===== config.mk =====
export PLATFORM = sky130hd
export DESIGN_NAME = gate_bist_cell
export DESIGN_NICKNAME = d
export VERILOG_FILES = /design/src/rtl/gate_bist_cell.sv
export SDC_FILE = /design/constraint.sdc
export NUM_CORES = 1
export LEC_CHECK = 0
export ABC_AREA = 0
export CORE_MARGIN = 3
export CORE_UTILIZATION = 47
export DETAILED_ROUTE_END_ITERATION = 7
export GPL_TIMING_DRIVEN = 0
export PLACE_DENSITY = 0.75
export REMOVE_ABC_BUFFERS = 1
export SYNTH_ARGS = -nofsm -noshare
export SYNTH_HDL_FRONTEND = slang
export SYNTH_SLANG_ARGS = --single-unit

===== constraint.sdc =====
create_clock -name clk -period 3.01 [get_ports clk]
set_input_delay 0.4515 -clock clk [delete_from_list [all_inputs] [get_ports clk]]
set_output_delay 0.4515 -clock clk [all_outputs]
set_load 0.01 [all_outputs]

===== src/rtl/gate_bist_cell.sv =====
// N-input logic cell with run-time selectable function, registered output, and an
// exhaustive BIST sweep that checks a fault-injectable core against an un-faulted golden reduction.
module gate_bist_cell #(
   parameter int N     = 2,
   parameter int CNT_W = 8
) (
   input  logic             clk,
   input  logic             rst_n,
   input  logic [2:0]       mode,
   input  logic [N-1:0]     in,
   input  logic [1:0]       fault_sel,
   input  logic             start,
   output logic             y,
   output logic             busy,
   output logic             done,
   output logic             pass,
   output logic [CNT_W-1:0] err_cnt
);

   typedef enum logic [1:0] {IDLE, RUN, DONE} state_t;

   localparam int LAST_VEC = (1 << N) - 1;

   state_t           state_q, state_d;
   logic [N:0]       vec_q, vec_d;
   logic [2:0]       mode_q, mode_d;
   logic             y_q, y_d;
   logic             busy_q, busy_d;
   logic             done_q, done_d;
   logic             pass_q, pass_d;
   logic [CNT_W-1:0] err_cnt_q, err_cnt_d;

   logic [N-1:0]     core_in;
   logic [2:0]       core_mode;
   logic             core_out;
   logic             golden;

   function automatic logic reduce_f(input logic [2:0] m, input logic [N-1:0] x);
      logic r;
      case (m)
         3'b001:  r = ~(&x);
         3'b010:  r = |x;
         3'b011:  r = ~(|x);
         3'b100:  r = ^x;
         3'b101:  r = ~(^x);
         default: r = &x;
      endcase
      return r;
   endfunction

   // Faults are applied to the core path only; the golden reduction always sees the clean vector.
   always_comb begin
      core_in   = (state_q == RUN) ? vec_q[N-1:0] : in;
      core_mode = (state_q == RUN) ? mode_q : mode;
      if (fault_sel == 2'b11) core_in[0] = 1'b0;
      core_out = reduce_f(core_mode, core_in);
      if (fault_sel == 2'b01) core_out = 1'b0;
      if (fault_sel == 2'b10) core_out = 1'b1;
      golden = reduce_f(mode_q, vec_q[N-1:0]);
   end

   always_comb begin
      state_d   = state_q;
      vec_d     = vec_q;
      mode_d    = mode_q;
      y_d       = y_q;
      busy_d    = 1'b0;
      done_d    = 1'b0;
      pass_d    = pass_q;
      err_cnt_d = err_cnt_q;
      case (state_q)
         IDLE: begin
            y_d = core_out;
            if (start) begin
               mode_d    = mode;
               err_cnt_d = '0;
               pass_d    = 1'b0;
               vec_d     = '0;
               state_d   = RUN;
            end
         end
         RUN: begin
            y_d    = core_out;
            busy_d = 1'b1;
            if ((core_out != golden) && (err_cnt_q != {CNT_W{1'b1}}))
               err_cnt_d = err_cnt_q + CNT_W'(1);
            vec_d = vec_q + (N+1)'(1);
            if (vec_q == (N+1)'(LAST_VEC)) state_d = DONE;
         end
         DONE: begin
            done_d  = 1'b1;
            pass_d  = (err_cnt_q == '0);
            state_d = IDLE;
         end
         default: state_d = IDLE;
      endcase
   end

   always_ff @(posedge clk or negedge rst_n) begin
      if (!rst_n) begin
         state_q   <= IDLE;
         vec_q     <= '0;
         mode_q    <= 3'b000;
         y_q       <= 1'b0;
         busy_q    <= 1'b0;
         done_q    <= 1'b0;
         pass_q    <= 1'b0;
         err_cnt_q <= '0;
      end else begin
         state_q   <= state_d;
         vec_q     <= vec_d;
         mode_q    <= mode_d;
         y_q       <= y_d;
         busy_q    <= busy_d;
         done_q    <= done_d;
         pass_q    <= pass_d;
         err_cnt_q <= err_cnt_d;
      end
   end

   assign y       = y_q;
   assign busy    = busy_q;
   assign done    = done_q;
   assign pass    = pass_q;
   assign err_cnt = err_cnt_q;

endmodule

==> metrics.cfg <==
[outcome]
outcome = finished, final reports clean

[synthesis]
yosysSeqAreaShare_pct = 39.1
synth_area_mm2 = 0.00128
synth_cell_types = 43
synth-edff-count = 0
synth_async_sr_flop_share_pct = 100
synth_cells = 137
ys_ff_latch = 20
synthFlopType = dfrtp_1
syn_area_per_cell_um2 = 9.35
ys_warn_count = 0

[worst_setup_path]
r2r_start = state_q[1]
r2r_end = err_cnt[6]
start_kind = register
cp-end-kind = register
critPathArrivalTime_ps = 3230
rr_worst_depth = 14
r2r_setup_slack_ps = 20
criticalPathCategory = register to register
required_ps = 3260
crit_fanout = 5

[floorplanning]
fp.coreArea_mm2 = 0.00254
io_pins = 22
start_util_pct = 50.3
placementRows = 18
die_area_mm2 = 0.00339
die_h_um = 58.2
die_w_um = 58.2

[pwr]
p_leak_nw = 0.733
irDropWorstVdd_uv = 661
power_w = 0.00181
p_per_area_mw_per_mm2 = 1080

[detailed_routing]
vias = 1130
drt-pass1-iter-count = 4
post-route-drc-count = 0
antenna_left = 0
totalWireLength_mm = 2.86
routedWlPerCell_um = 14.7
avgViaCountPerCell = 5.79
drt-initial-drc-count = 24

[run]
cap_violations = 0

[sta]
fin_worst_skew_ps = 9.19
worst_pin_slew_ps = 916
clock.fmax_mhz = 335
fin_setup_tns_ps = 0
hold_violations = 0
post-route-min-period_ps = 2990
fin_crit_sh_pct = 99.2
rsz0062_at_grt = true
relSlewSlack_pct = 38.7
drv_slew = 0
setup_viol = 0

[global_route]
gr-usage-all-layers_pct = 17.9
antenna_found_initial = 0
grt_max_degree = 21
grt_pass1_wl_mm = 4.58
first_global_vias = 1052
overflow = 0

[hold_path]
hold_depth = 2
hold_start = vec_q[2]
min_to = vec_q[2]
min_path_type = register to register

[cts]
cts_tree = done
clkLatencyLatePin_ps = 320
cts_num_sinks = 20
numCtsBuffers = 3
cts_buffer_depth = 2
cts_hold_buf = 0
clk_pin_slew_ps = 120
htree_levels = 1
cts_root_buf = clkbuf_4

[placement]
dpl.cell_count = 182
place.gp.congestion = 0.788
placement.io_buffers = 21
place_area_mm2 = 0.00149
hpwlAfterDp_mm = 1.94

[cells_and_area]
final_area_mm2 = 0.00167
layout_common_cells = clkdlybuf4s50_1, dfrtp_1, nand2_1, inv_1
area_delta_synth_final_pct = 30.7
drive_gt1_share_pct = 20.0
diodes = 0
final_cells = 195
final_nets = 183
final_common_cell = clkdlybuf4s50_1

[where the power goes]
| group | total (W) | switching [W] | internal (W) |
|---|---|---|---|
| clock | 0.000163 | 0.0000893 | 0.0000740 |
| sequential | 0.000460 | 0.000102 | 0.000358 |
| combinational | 0.00118 | 0.000578 | 0.000606 |
| total | 0.00181 | 0.000770 | 0.00104 |
[cells by family after synthesis]
kind of cell             after synthesis  synth area share (%)
XOR/XNOR                               4                  3.32
AND/OR/NAND/NOR                       55                  22.6
flip-flops                            20                  39.1
multiplexers                          12                  9.77
AO/OA/AOI/OAI                         21                  11.6
adder cells (fa/ha/maj)                7                  6.84
buffers and inverters                 18                  6.84
[worst max-delay path: stages, from the launching register on]
cell and delay [ps]:
dfrtp_2 430, nand2b_4 160, clkinvlp_4 90, nand2_2 60
o21ai_1 70, a21o_1 160, inv_1 60, ha_2 210
and2b_1 180, or4b_4 480, o211ai_2 90, o32a_4 230
xnor2_4 100, or4_1 520, o21ai_1 80
[routing by layer]
layer | up-vias | wire [um] | track usage, %
li1 | 537 | - | -
met1 | 561 | 1220 | 21.3
met2 | 27 | 1470 | 32.1
met3 | 5 | 117 | 2.00
met4 | 0 | 53 | 7.95
met5 | - | 0 | 0
[area by class of cell]
type | count | area, um^2
inverters | 12 | 48.8
flip-flops and latches | 20 | 503
clock buffers | 4 | 36.3
multi-input cells | 100 | 778
repair buffers | 29 | 270
fillers | 217 | 871
well taps | 30 | 37.5
[how the worst max path moves through the flow]
stage	to	start	slack [ps]
floorplan	err_cnt[6]	state_q[1]	-120
global placement	err_cnt[6]	state_q[1]	-550
detailed placement	err_cnt[6]	state_q[1]	-630
CTS	err_cnt[6]	state_q[1]	30
global route	err_cnt[6]	state_q[1]	-120
finish	err_cnt[6]	state_q[1]	20
[timing repair]
action,CTS,global route
setup buffers,5,3
cloned,0,1
gates resized for setup,7,10
pin swaps,0,4
endpoints found under the setup margin,9,4
[sequential cells by signal, summed over array words and instances (netlist names)]
name     cells
y            1
busy         1
err_cnt      8
vec_q        3
mode_q       3
state_q      2
done         1
pass         1
[stage by stage]
step	utilization [%]	setup slack [ps]	hold WS (ps)
detailed placement	58.4	-632	472
finish	65.8	24.3	494
global route	65.8	-123	554
global placement	58.4	-554	465
floorplan	-	-118	156
CTS	62.7	30.4	498
[cells in the mapped netlist (4+ instances only)]
| library cell | instances | area share, % |
|---|---|---|
| nand3_1 | 6 | 2.3 |
| nor3_1 | 4 | 1.6 |
| dfrtp_1 | 20 | 39 |
| nand2b_1 | 5 | 2.4 |
| mux2i_1 | 8 | 6.3 |
| inv_1 | 12 | 3.5 |
| nor2_1 | 8 | 2.3 |
| mux2_2 | 4 | 3.5 |
| nand2_1 | 16 | 4.7 |
| o21ai_0 | 5 | 2.0 |
| ha_1 | 7 | 6.8 |
No activity file was read; power rests on OpenSTA's default activity.
